[config.mk]
export PLATFORM = sky130hd
export DESIGN_NAME = cache_line_axi_engine
export DESIGN_NICKNAME = d
export VERILOG_FILES = /design/src/rtl/cache_axi_pkg.sv /design/src/rtl/line_beat_ctr.sv /design/src/rtl/cache_line_axi_engine.sv
export SDC_FILE = /design/constraint.sdc
export NUM_CORES = 1
export LEC_CHECK = 0
export ABC_AREA = 1
export ABC_CLOCK_PERIOD_IN_PS = 1400
export BUFFER_PORTS_ARGS = -buffer_cell sky130_fd_sc_hd__buf_4
export CAP_MARGIN = 0
export CORE_AREA = 4 4 124 126
export DETAILED_ROUTE_END_ITERATION = 7
export DIE_AREA = 0 0 128 130
export PLACE_DENSITY_LB_ADDON = 0.25
export SLEW_MARGIN = 5
export SYNTH_ARGS = -nofsm -noshare
export SYNTH_HDL_FRONTEND = slang
export SYNTH_SLANG_ARGS = --single-unit
[constraint.sdc]
create_clock -name aclk -period 1.4 [get_ports aclk]
set_input_delay 0 -clock aclk [delete_from_list [all_inputs] [get_ports aclk]]
set_output_delay 0 -clock aclk [all_outputs]
set_load 0.02 [all_outputs]
[src/rtl/cache_axi_pkg.sv]
// Shared AXI3 codes, FSM encoding and helpers for the cache line engine.
// Optional feature macro: CACHE_ENG_CWF_EN (critical-word-first fills).
package cache_axi_pkg;

    localparam logic [1:0] BURST_INCR = 2'b01;
    localparam logic [1:0] BURST_WRAP = 2'b10;
    localparam logic [1:0] RESP_OKAY  = 2'b00;
    localparam logic [2:0] PROT_DFLT  = 3'b010;

    localparam logic [2:0] ST_IDLE = 3'd0;
    localparam logic [2:0] ST_AR   = 3'd1;
    localparam logic [2:0] ST_R    = 3'd2;
    localparam logic [2:0] ST_AW   = 3'd3;
    localparam logic [2:0] ST_W    = 3'd4;
    localparam logic [2:0] ST_B    = 3'd5;
    localparam logic [2:0] ST_DONE = 3'd6;

    function automatic logic [2:0] size_from_width(input int width);
        return 3'($clog2(width / 8));
    endfunction

endpackage

[src/rtl/line_beat_ctr.sv]
// Beat counter shared by the R and W phases of a line burst.
// Cleared only at completion, so it never wraps mid-burst.
module line_beat_ctr #(
    parameter int LINE_WORDS = 16,
    localparam int CW = $clog2(LINE_WORDS)
) (
    input  logic          aclk,
    input  logic          aresetn,
    input  logic          enable,
    input  logic          clear,
    output logic [CW-1:0] count,
    output logic          is_last
);

    always_ff @(posedge aclk or negedge aresetn) begin
        if (!aresetn) begin
            count <= '0;
        end else if (clear) begin
            count <= '0;
        end else if (enable) begin
            count <= count + 1'b1;
        end
    end

    assign is_last = (count == CW'(LINE_WORDS - 1));

endmodule

[src/rtl/cache_line_axi_engine.sv]
// AXI3 line fill / write-back master with response and beat-count checking.
// Define CACHE_ENG_CWF_EN for critical-word-first WRAP fills.
module cache_line_axi_engine
    import cache_axi_pkg::*;
#(
    parameter int         DATA_W     = 32,
    parameter int         LINE_WORDS = 16,
    parameter int         ADDR_W     = 32,
    parameter logic [5:0] AXI_ID     = 6'h0
) (
    input  logic                  aclk,
    input  logic                  aresetn,
    input  logic                  req_valid,
    output logic                  req_ready,
    input  logic                  req_write,
    input  logic [ADDR_W-1:0]     req_addr,
    output logic [DATA_W-1:0]     fill_data,
    output logic                  fill_valid,
    output logic                  fill_last,
    input  logic                  fill_ready,
    input  logic [DATA_W-1:0]     wb_data,
    input  logic                  wb_valid,
    output logic                  wb_ready,
    output logic                  done,
    output logic                  done_err,
    output logic                  cm_arvalid,
    input  logic                  cm_arready,
    output logic [5:0]            cm_arid,
    output logic [ADDR_W-1:0]     cm_araddr,
    output logic [3:0]            cm_arlen,
    output logic [2:0]            cm_arsize,
    output logic [1:0]            cm_arburst,
    output logic [1:0]            cm_arlock,
    output logic [3:0]            cm_arcache,
    output logic [2:0]            cm_arprot,
    input  logic                  mc_rvalid,
    output logic                  mc_rready,
    input  logic [DATA_W-1:0]     mc_rdata,
    input  logic [5:0]            mc_rid,
    input  logic [1:0]            mc_rresp,
    input  logic                  mc_rlast,
    output logic                  cm_awvalid,
    input  logic                  cm_awready,
    output logic [5:0]            cm_awid,
    output logic [ADDR_W-1:0]     cm_awaddr,
    output logic [3:0]            cm_awlen,
    output logic [2:0]            cm_awsize,
    output logic [1:0]            cm_awburst,
    output logic [1:0]            cm_awlock,
    output logic [3:0]            cm_awcache,
    output logic [2:0]            cm_awprot,
    output logic [5:0]            cm_wid,
    output logic [DATA_W-1:0]     cm_wdata,
    output logic [DATA_W/8-1:0]   cm_wstrb,
    output logic                  cm_wlast,
    output logic                  cm_wvalid,
    input  logic                  cm_wready,
    input  logic                  mc_bvalid,
    output logic                  mc_bready,
    input  logic [5:0]            mc_bid,
    input  logic [1:0]            mc_bresp
);

    localparam int CW    = $clog2(LINE_WORDS);
    localparam int OFF_W = $clog2(LINE_WORDS * DATA_W / 8);
    localparam int WRD_W = $clog2(DATA_W / 8);
    localparam logic [ADDR_W-1:0] LINE_MASK =
        ~((ADDR_W'(1) << OFF_W) - ADDR_W'(1));
    localparam logic [CW-1:0] LAST_IDX = CW'(LINE_WORDS - 1);

    logic [2:0]        state, nxt;
    logic [ADDR_W-1:0] ax_addr, fill_addr;
    logic [1:0]        ax_burst, fill_burst;
    logic [3:0]        ax_len;
    logic [2:0]        ax_size, ax_prot;
    logic              err, accept;
    logic              r_beat, w_beat, b_hit, r_bad, b_bad;
    logic [CW-1:0]     count;
    logic              is_last;

`ifdef CACHE_ENG_CWF_EN
    localparam logic [ADDR_W-1:0] WORD_MASK =
        ~((ADDR_W'(1) << WRD_W) - ADDR_W'(1));
    assign fill_addr  = req_addr & WORD_MASK;
    assign fill_burst = BURST_WRAP;
`else
    assign fill_addr  = req_addr & LINE_MASK;
    assign fill_burst = BURST_INCR;
`endif

    assign accept = (state == ST_IDLE) && req_valid && req_ready;
    assign r_beat = (state == ST_R) && mc_rvalid && fill_ready;
    assign w_beat = (state == ST_W) && wb_valid && cm_wready;
    assign b_hit  = (state == ST_B) && mc_bvalid;
    // rlast is only checked against the local count, never trusted
    assign r_bad  = (mc_rresp != RESP_OKAY) || (mc_rid != AXI_ID) ||
                    (mc_rlast != (count == LAST_IDX));
    assign b_bad  = (mc_bresp != RESP_OKAY) || (mc_bid != AXI_ID);

    line_beat_ctr #(.LINE_WORDS(LINE_WORDS)) u_ctr (
        .aclk    (aclk),
        .aresetn (aresetn),
        .enable  (r_beat || w_beat),
        .clear   (state == ST_DONE),
        .count   (count),
        .is_last (is_last)
    );

    always_comb begin
        nxt = state;
        unique case (state)
            ST_IDLE: if (accept) nxt = req_write ? ST_AW : ST_AR;
            ST_AR:   if (cm_arready) nxt = ST_R;
            ST_R:    if (r_beat && is_last) nxt = ST_DONE;
            ST_AW:   if (cm_awready) nxt = ST_W;
            ST_W:    if (w_beat && is_last) nxt = ST_B;
            ST_B:    if (b_hit) nxt = ST_DONE;
            ST_DONE: nxt = ST_IDLE;
            default: nxt = ST_IDLE;
        endcase
    end

    always_ff @(posedge aclk or negedge aresetn) begin
        if (!aresetn) begin
            state     <= ST_IDLE;
            req_ready <= 1'b0;
            ax_addr   <= '0;
            ax_burst  <= '0;
            ax_len    <= '0;
            ax_size   <= '0;
            ax_prot   <= '0;
            err       <= 1'b0;
        end else begin
            state     <= nxt;
            req_ready <= (nxt == ST_IDLE);
            if (accept) begin
                ax_addr  <= req_write ? (req_addr & LINE_MASK) : fill_addr;
                ax_burst <= req_write ? BURST_INCR : fill_burst;
                ax_len   <= 4'(LINE_WORDS - 1);
                ax_size  <= size_from_width(DATA_W);
                ax_prot  <= PROT_DFLT;
            end
            if (state == ST_DONE) begin
                err <= 1'b0;
            end else if ((r_beat && r_bad) || (b_hit && b_bad)) begin
                err <= 1'b1;
            end
        end
    end

    assign done       = (state == ST_DONE);
    assign done_err   = done && err;

    assign cm_arvalid = (state == ST_AR);
    assign cm_arid    = AXI_ID;
    assign cm_araddr  = ax_addr;
    assign cm_arlen   = ax_len;
    assign cm_arsize  = ax_size;
    assign cm_arburst = ax_burst;
    assign cm_arlock  = 2'b00;
    assign cm_arcache = 4'b0000;
    assign cm_arprot  = ax_prot;

    assign mc_rready  = (state == ST_R) && fill_ready;
    assign fill_valid = (state == ST_R) && mc_rvalid;
    assign fill_data  = mc_rdata;
    assign fill_last  = (state == ST_R) && is_last;

    assign cm_awvalid = (state == ST_AW);
    assign cm_awid    = AXI_ID;
    assign cm_awaddr  = ax_addr;
    assign cm_awlen   = ax_len;
    assign cm_awsize  = ax_size;
    assign cm_awburst = ax_burst;
    assign cm_awlock  = 2'b00;
    assign cm_awcache = 4'b0000;
    assign cm_awprot  = ax_prot;

    assign cm_wid     = AXI_ID;
    assign cm_wdata   = wb_data;
    assign cm_wstrb   = '1;
    assign cm_wvalid  = (state == ST_W) && wb_valid;
    assign cm_wlast   = (state == ST_W) && is_last;
    assign wb_ready   = (state == ST_W) && cm_wready;

    assign mc_bready  = (state == ST_B);

endmodule

==> impl_metrics.csv, run 1 <==
group,metric,value,unit
cts,clock-root-buffer,"clkbuf_16",
setup_path,cp.arrival,1590,ps
global_route,grt_pass1_wl,10700,µm
setup_path,slowest_stage,"dfrtp_1",
final_layout,layout_common_cells,"buf_4 (133), conb_1 (56), dfrtp_1 (34), dlygate4sd3_1 (27), nand2_1 (23)",
die,num_rows,44,
cts,cts.sinks,36,
place,detailed_place_hpwl,5340,µm
final_layout,syn_to_final_growth,29.6,%
die,fp.dieH,130,µm
sta,skew,8.15,ps
logic_synthesis,ys_ff_latch,36,
route,first_pass_iters,3,
setup_path,cp-start-kind,"flop",
setup_path,critical_path.endpoint_type,"flop",
die,ioPinCount,322,
logic_synthesis,yosys-top-cells-area,"buf_4 (40%), dfrtp_1 (30%), mux2_4 (9.6%)",
logic_synthesis,synth-simple-area-share,11.8,%
setup_path,cp_max_fo,27,
global_route,grt_pass1_vias,1992,
final_layout,fin_cells,580,
final_layout,layout_commonest_cell,"buf_4",
cts,path_clk_slew,60,ps
logic_synthesis,synthAdderAreaFrac,0.422,%
logic_synthesis,synth_xor_area_share,0.590,%
sta,setup_violations,19,
route,drt_wl_total,7220,µm
sta,slew_headroom,66.6,%
sta,worst_slack,-30.3,ps
status,violations,"negative setup slack",
pwr,power_leakage,2.02,nW
setup_path,cp_cell_sequence,"buf_6, nor2_4, nand3_4, buf_12, mux2_4",
cts,clock_latency,280,ps
final_layout,fillers,1552,
logic_synthesis,avgSynthCellArea,9.16,µm²
place,place_inst,539,
flow_run,maxCapViolCount,0,
logic_synthesis,synth_cells,324,
setup_path,path_class,"flop to flop",
hold_path,hold_path.class,"primary input to output port",
route,avgViaCountPerCell,3.50,
die,initial_core_util,20.7,%
sta,rsz0062_at_grt,"true",
route,vias,2032,
sta,fin_crit_sh,102,%
sta,maxSlewViolCount,0,
sta,tightest_slew,501,ps
logic_synthesis,synthMuxAreaShare,12.3,%
cts,clock_path_buffers,2,
route,first_iter_violations,32,
logic_synthesis,synth_area,2970,µm²
pwr,pwr_density_cell,2020,nW/µm²
sta,layout_min_cycle_time,1430,ps
final_layout,antennaDiodeCount,0,
logic_synthesis,synth_top_family_by_area,"buffers and inverters",
final_layout,nNetsFinal,520,
global_route,grt_max_degree,37,
route,ant_nets,0,
pwr,ir_drop,0.000472,V
cts,cts_tree,"yes",
route,drcViolationCount,0,
global_route,antenna_found_initial,0,
sta,finalHoldViolCount,0,
sta,fmax,699,MHz
global_route,globalRouteTotalUtil,8.33,%
place,gp_congestion,0.743,
logic_synthesis,yosys_warnings,0,
cts,htreeDepth,2,
logic_synthesis,synth-seq-area-share,30.4,%
logic_synthesis,synth_compound_area_share,0.675,%
die,die_w,128,µm
final_layout,multi_input_area,1080,µm²
setup_path,critical_path.max_stage_delay,400,ps
logic_synthesis,synth.distinct_cells,23,
global_route,grt_overflow,0,
setup_path,cp.required,1560,ps
logic_synthesis,synth_largest_area_cell,"buf_4",
final_layout,layout-drive-gt1-share,52.8,%
logic_synthesis,synth_top_area_share,40.2,%
die,core_area,14300,µm²
place,port-buffer-count,131,
route,wl_per_cell,12.5,µm
setup_path,reg2reg_setup_slack,-30,ps
final_layout,seqCellArea,903,µm²
sta,holdWs,0.00777,ps
cts,numCtsBuffers,5,
die,die_area,16600,µm²
status,status,"finished, violations left",
==> state kept, by name, summed over array words and instances, names as in the netlist <==
| signal | cells |
|---|---|
| cm_araddr | 26 |
| u_ctr.count | 4 |
| state | 3 |
| cm_arprot | 1 |
| err | 1 |
| req_ready | 1 |
==> timing repair <==
| action | in CTS | in global routing |
|---|---|---|
| pin swaps | 3 | 7 |
| setup buffers | 4 | 2 |
| gates resized for setup | 18 | 24 |
| hold endpoints to repair | 62 | 0 |
| hold buffers | 27 | 0 |
| setup endpoints to repair | 16 | 37 |
==> cell type report <==
| class | count | area share (%) |
|---|---|---|
| Multi-Input combinational cell | 162 | 28.1 |
| Timing Repair Buffer | 172 | 36.8 |
| Sequential cell | 36 | 23.5 |
| Tap cell | 184 | 5.99 |
| Clock inverter | 2 | 0.260 |
| Clock buffer | 6 | 3.61 |
| Inverter | 18 | 1.82 |
==> Yosys cell counts <==
cell type    n
a21oi_1      1
buf_4      159
buf_6        3
conb_1       2
dfrtp_1     36
ha_1         1
inv_1       18
mux2_2       7
mux2_4      19
nand2_1     27
nand2_2      1
nand3_1      8
nand3_2      1
nand3_4      1
nand3b_1     1
nand4_1      4
nor2_1      24
nor2_2       3
nor2_4       1
nor3_1       1
nor3_4       1
o21ai_0      3
xor2_1       2
==> through the flow <==
stage	util [%]	setup TNS [ps]	power [W]	cell area [µm²]	setup slack, ps
3_5_place_dp	22.7	-475	0.00626	3240	-108
4_1_cts	26.2	-10.3	0.00774	3750	-10.3
3_3_place_gp	22.7	-347	0.00624	3240	-90.3
2_1_floorplan	-	0	0.00534	3180	9.21
5_1_grt	26.9	-2500	0.00825	3840	-111
6_report	26.9	-321	0.00776	3840	-30.3
==> layer usage <==
layer / routed length (µm) / track usage, % / part of all wire, % / vias up
li1: - / - / - / 938
met1: 2440 / 8.35 / 34 / 915
met2: 3630 / 14.4 / 50 / 153
met3: 920 / 3.52 / 13 / 26
met4: 231 / 5.12 / 3.2 / 0
met5: 0 / 0 / 0 / -
==> report_power, final <==
part	internal, W	switching (W)	total [W]
logic	0.00222	0.00238	0.00460
clock network	0.000702	0.000452	0.00115
registers	0.00155	0.000453	0.00201
==> cell families after synthesis <==
family | Yosys count
compound gates | 4
mux | 26
xor+xnor | 2
simple gates | 73
flops | 36
other cells | 2
fa+ha+maj | 1
buf+inv | 180
==> worst max-delay path: cells and delay by family, from the launching register on <==
family                 cells  cell delay, ps
multiplexers               1             320
buffers and inverters      2             310
AND/OR/NAND/NOR            2             260
flip-flops                 1             400
==> final timing paths <==
check                              startpoint  cells past startpoint              to
worst max-delay path                 state[0]                      5   cm_araddr[25]
min in group asynchronous             aresetn                      2   cm_araddr[23]
max in group asynchronous             aresetn                      2  u_ctr.count[0]
worst max register to register       state[0]                      5   cm_araddr[25]
worst min-delay path              wb_data[13]                      0    cm_wdata[13]
worst min register to register  cm_araddr[18]                      1   cm_araddr[18]
(Power assumes the default switching activity.)
==> inputs of run 2 (changes only) <==
--- a/config.mk
+++ b/config.mk
@@ -13,6 +13,7 @@
 export DETAILED_ROUTE_END_ITERATION = 7
 export DIE_AREA = 0 0 128 130
 export PLACE_DENSITY_LB_ADDON = 0.25
+export SKIP_CTS_REPAIR_TIMING = 1
 export SLEW_MARGIN = 5
 export SYNTH_ARGS = -nofsm -noshare
 export SYNTH_HDL_FRONTEND = slang
==> impl_metrics.csv, run 2 (synthesis gave the netlist of run 1 again) <==
group,metric,value,unit
place,gp_congestion,0.743,
cts,path_clk_slew,60,ps
setup_path,cp_cell_sequence,"buf_6, nor3_4, inv_2, nor2_1, buf_4",
route,vias,2024,
die,die_area,16600,µm²
die,die_w,128,µm
final_layout,largest_register_ffs,26,
global_route,antenna_found_initial,0,
cts,clock_path_buffers,2,
global_route,grt_pass1_vias,1795,
setup_path,cp.required,1400,ps
global_route,globalRouteTotalUtil,7.73,%
global_route,grt_max_degree,37,
hold_path,whs_path_depth,0,
setup_path,path_class,"flop to output port",
status,status,"finished, final reports clean",
setup_path,critical_path_buf_inv_count,3,
final_layout,post-route-util,26.6,%
route,avgViaCountPerCell,3.50,
route,first_iter_violations,32,
route,drt_wl_total,7160,µm
setup_path,cp_max_fo,6,
pwr,pwr_density_cell,2020,nW/µm²
sta,finalHoldViolCount,0,
die,ioPinCount,322,
pwr,power_leakage,2.01,nW
final_layout,syn_to_final_growth,28.5,%
final_layout,layout_commonest_cell,"buf_4",
die,fp.dieH,130,µm
setup_path,cp.arrival,1380,ps
place,port-buffer-count,131,
setup_path,crit_cells,5,
cts,cts.sinks,36,
final_layout,antennaDiodeCount,0,
route,ant_nets,0,
sta,fin_crit_sh,98.6,%
route,wl_per_cell,12.4,µm
cts,cts_tree,"yes",
die,initial_core_util,20.7,%
hold_path,hold_path.class,"primary input to output port",
final_layout,nNetsFinal,518,
final_layout,design_area,3810,µm²
final_layout,layout_common_cells,"buf_4 (136), conb_1 (56), dfrtp_1 (35), dlygate4sd3_1 (27), nand2_1 (24)",
flow_run,maxCapViolCount,0,
final_layout,layout-drive-gt1-share,52.3,%
setup_path,critical_path.max_stage_delay,420,ps
sta,layout_min_cycle_time,1380,ps
pwr,power,0.00770,W
setup_path,crit_family,"flip-flops",
setup_path,reg2reg_depth,4,
place,detailed_place_hpwl,5340,µm
cts,clock-root-buffer,"clkbuf_16",
pwr,ir_drop,0.000499,V
cts,numCtsBuffers,5,
die,core_area,14300,µm²
sta,setup_violations,0,
cts,clock_latency,280,ps
setup_path,slowest_stage,"dfrtp_1",
global_route,grt_overflow,0,
die,num_rows,44,
place,placed_area,3240,µm²
route,drcViolationCount,0,
sta,skew,7.79,ps
setup_path,critical_path.endpoint_type,"output port",
route,first_pass_iters,4,
cts,htreeDepth,2,
sta,tns,0,ps
sta,fmax,725,MHz
setup_path,cp-start-kind,"flop",
sta,rsz0062_at_grt,"true",
global_route,grt_pass1_wl,9850,µm
sta,maxSlewViolCount,0,
-- run 2: changes by cell type in the layout (fill, tap and decap cells not counted), moves of 2 or more --
cell,delta
inv_2,-2
buf_6,-5
o21ai_1,-2
buf_4,+3
-- run 2: metal layers --
layer	share of wire, %	track usage, %
met5	0	0
met4	3.8	5.06
met3	13	3.56
met2	49	12.8
met1	34	7.92
-- run 2: final timing paths --
path	start	endpoint	slack (ps)
worst max-delay path	state[0]	done_err	20
worst min-delay path	wb_data[13]	cm_wdata[13]	0.008
worst max register to register	state[0]	cm_araddr[9]	40
worst min register to register	cm_araddr[18]	cm_araddr[18]	540
max in group asynchronous	aresetn	state[1]	790
min in group asynchronous	aresetn	cm_araddr[23]	230
-- run 2: stage by stage --
stage               hold WS [ps]  instances  worst slack, ps
global placement           0.137        539            -90.3
CTS                         -296        547             -218
floorplan                   -296        378             9.21
global route              0.0293        578            -58.2
finish                   0.00777        578             20.3
detailed placement         0.137        539             -108
-- run 2: where the power goes --
group	internal, W	switching (W)	leakage [nW]
combinational	0.00219	0.00236	1.50
sequential	0.00155	0.000451	0.429
clock	0.000702	0.000453	0.0766
total	0.00444	0.00326	2.01
-- run 2: cell type report --
class                      instances  area [µm²]
clock inverter                     2        10.0
sequential                        36         902
clock buffer                       6         139
timing repair buffer             170        1380
inverter                          18        72.6
fill                            1558       10500
multi-input combinational        162        1080
tap                              184         230
-- run 2: worst reg2reg max path, cell delays in order, from the launching register on --
cell and delay, ps:
dfrtp_1 420, nor2_4 200, nand3_4 110, buf_12 190, mux2_4 340
==> inputs of run 3 (changes only) <==
--- a/config.mk
+++ b/config.mk
@@ -10,6 +10,7 @@
 export BUFFER_PORTS_ARGS = -buffer_cell sky130_fd_sc_hd__buf_4
 export CAP_MARGIN = 0
 export CORE_AREA = 4 4 124 126
+export CTS_BUF_LIST = sky130_fd_sc_hd__clkbuf_4 sky130_fd_sc_hd__clkbuf_8
 export DETAILED_ROUTE_END_ITERATION = 7
 export DIE_AREA = 0 0 128 130
 export PLACE_DENSITY_LB_ADDON = 0.25
==> impl_metrics.csv, run 3 (synthesis gave the netlist of run 1 again) <==
group,metric,value,unit
cts,clock_latency,290,ps
place,place_inst,539,
pwr,power,0.00743,W
place,port-buffer-count,131,
sta,rsz0062_at_grt,"true",
final_layout,layout_common_cells,"buf_4 (135), conb_1 (56), dfrtp_1 (34), dlygate4sd3_1 (27), nand2_1 (24)",
pwr,power_leakage,1.99,nW
global_route,grt_pass1_vias,1797,
sta,finalHoldViolCount,0,
sta,tns,-758,ps
sta,skew,9.99,ps
cts,clock-root-buffer,"clkbuf_8",
pwr,pwr_density_cell,1960,nW/µm²
route,first_iter_violations,36,
final_layout,antennaDiodeCount,0,
setup_path,path_class,"flop to flop",
sta,maxSlewViolCount,0,
status,violations,"negative setup slack",
final_layout,fillers,1563,
setup_path,critical_path.endpoint_type,"flop",
final_layout,fin_cells,579,
sta,fin_crit_sh,104,%
final_layout,layout-drive-gt1-share,52.9,%
final_layout,post-route-util,26.5,%
hold_path,hold_path.class,"primary input to output port",
final_layout,largest_register_ffs,26,
setup_path,r2r-start,"state[0]",
cts,cts_tree,"yes",
die,fp.dieH,130,µm
cts,htreeDepth,2,
hold_path,whs_path_depth,0,
route,wl_per_cell,12.5,µm
route,vias,2036,
setup_path,cp-start-kind,"flop",
setup_path,cp.arrival,1630,ps
setup_path,regToRegEndpoint,"cm_araddr[25]",
route,drcViolationCount,0,
sta,layout_min_cycle_time,1450,ps
place,gp_congestion,0.743,
setup_path,reg2reg_setup_slack,-50,ps
route,first_pass_iters,4,
global_route,globalRouteTotalUtil,7.72,%
sta,worst_slack,-53.1,ps
global_route,antenna_found_initial,0,
cts,clock_path_buffers,2,
die,core_area,14300,µm²
sta,fmax,688,MHz
cts,cts.sinks,36,
final_layout,syn_to_final_growth,27.6,%
cts,path_clk_slew,80,ps
flow_run,maxCapViolCount,0,
setup_path,cp_max_fo,27,
route,ant_nets,0,
status,status,"finished, violations left",
route,drt_wl_total,7220,µm
place,detailed_place_hpwl,5340,µm
global_route,grt_overflow,0,
die,num_rows,44,
final_layout,layout_commonest_cell,"buf_4",
global_route,grt_max_degree,37,
sta,setup_violations,23,
die,ioPinCount,322,
place,place_ws,-108,ps
die,initial_core_util,20.7,%
global_route,grt_pass1_wl,9850,µm
pwr,ir_drop,0.000454,V
hold_path,hold_end,"cm_wdata[13]",
hold_path,min_from,"wb_data[13]",
die,die_w,128,µm
route,avgViaCountPerCell,3.52,
setup_path,cp.required,1570,ps
final_layout,nNetsFinal,519,
cts,numCtsBuffers,5,
die,die_area,16600,µm²
setup_path,reg2reg_depth,5,
[run 3: area by class of cell]
class                      instances  area, µm²  area share, %
timing repair buffer             171       1400           37.0
sequential                        36        903           23.9
inverter                          18       72.6           1.92
clock buffer                       6       82.6           2.18
clock inverter                     2       10.0          0.264
multi-input combinational        162       1080           28.7
tap                              184        230           6.08
[run 3: power breakdown]
group	internal [W]	switching [W]	total, W	leakage (nW)
clock	0.000394	0.000413	0.000807	0.0510
combinational	0.00224	0.00238	0.00462	1.52
sequential	0.00155	0.000453	0.00200	0.428
total	0.00418	0.00324	0.00743	1.99
[run 3: worst max path at each step]
stage | start | to | slack, ps
CTS | state[0] | fill_last | -250
global route | state[0] | cm_araddr[20] | -100
floorplan | state[0] | u_ctr.count[2] | 9
global placement | state[0] | req_ready | -90
finish | state[0] | cm_araddr[25] | -50
detailed placement | state[0] | req_ready | -110
[run 3: critical path, stage by stage (launching register included)]
cell and delay, ps:
dfrtp_1 420, nor2_4 180, buf_12 120, nand3_4 80, buf_12 190, mux2_4 320
[run 3: metal layers]
metal	global-route usage, %	wire, µm
met5	0	0
met4	4.87	267
met3	3.56	941
met2	12.8	3560
met1	7.97	2440
[run 3: metrics by stage]
| step | instance area, µm² | hold WS, ps |
|---|---|---|
| finish | 3790 | 0.00777 |
| floorplan | 3180 | -296 |
| detailed placement | 3240 | 0.137 |
| global placement | 3240 | 0.137 |
| global route | 3790 | 0.0293 |
| CTS | 3340 | -327 |
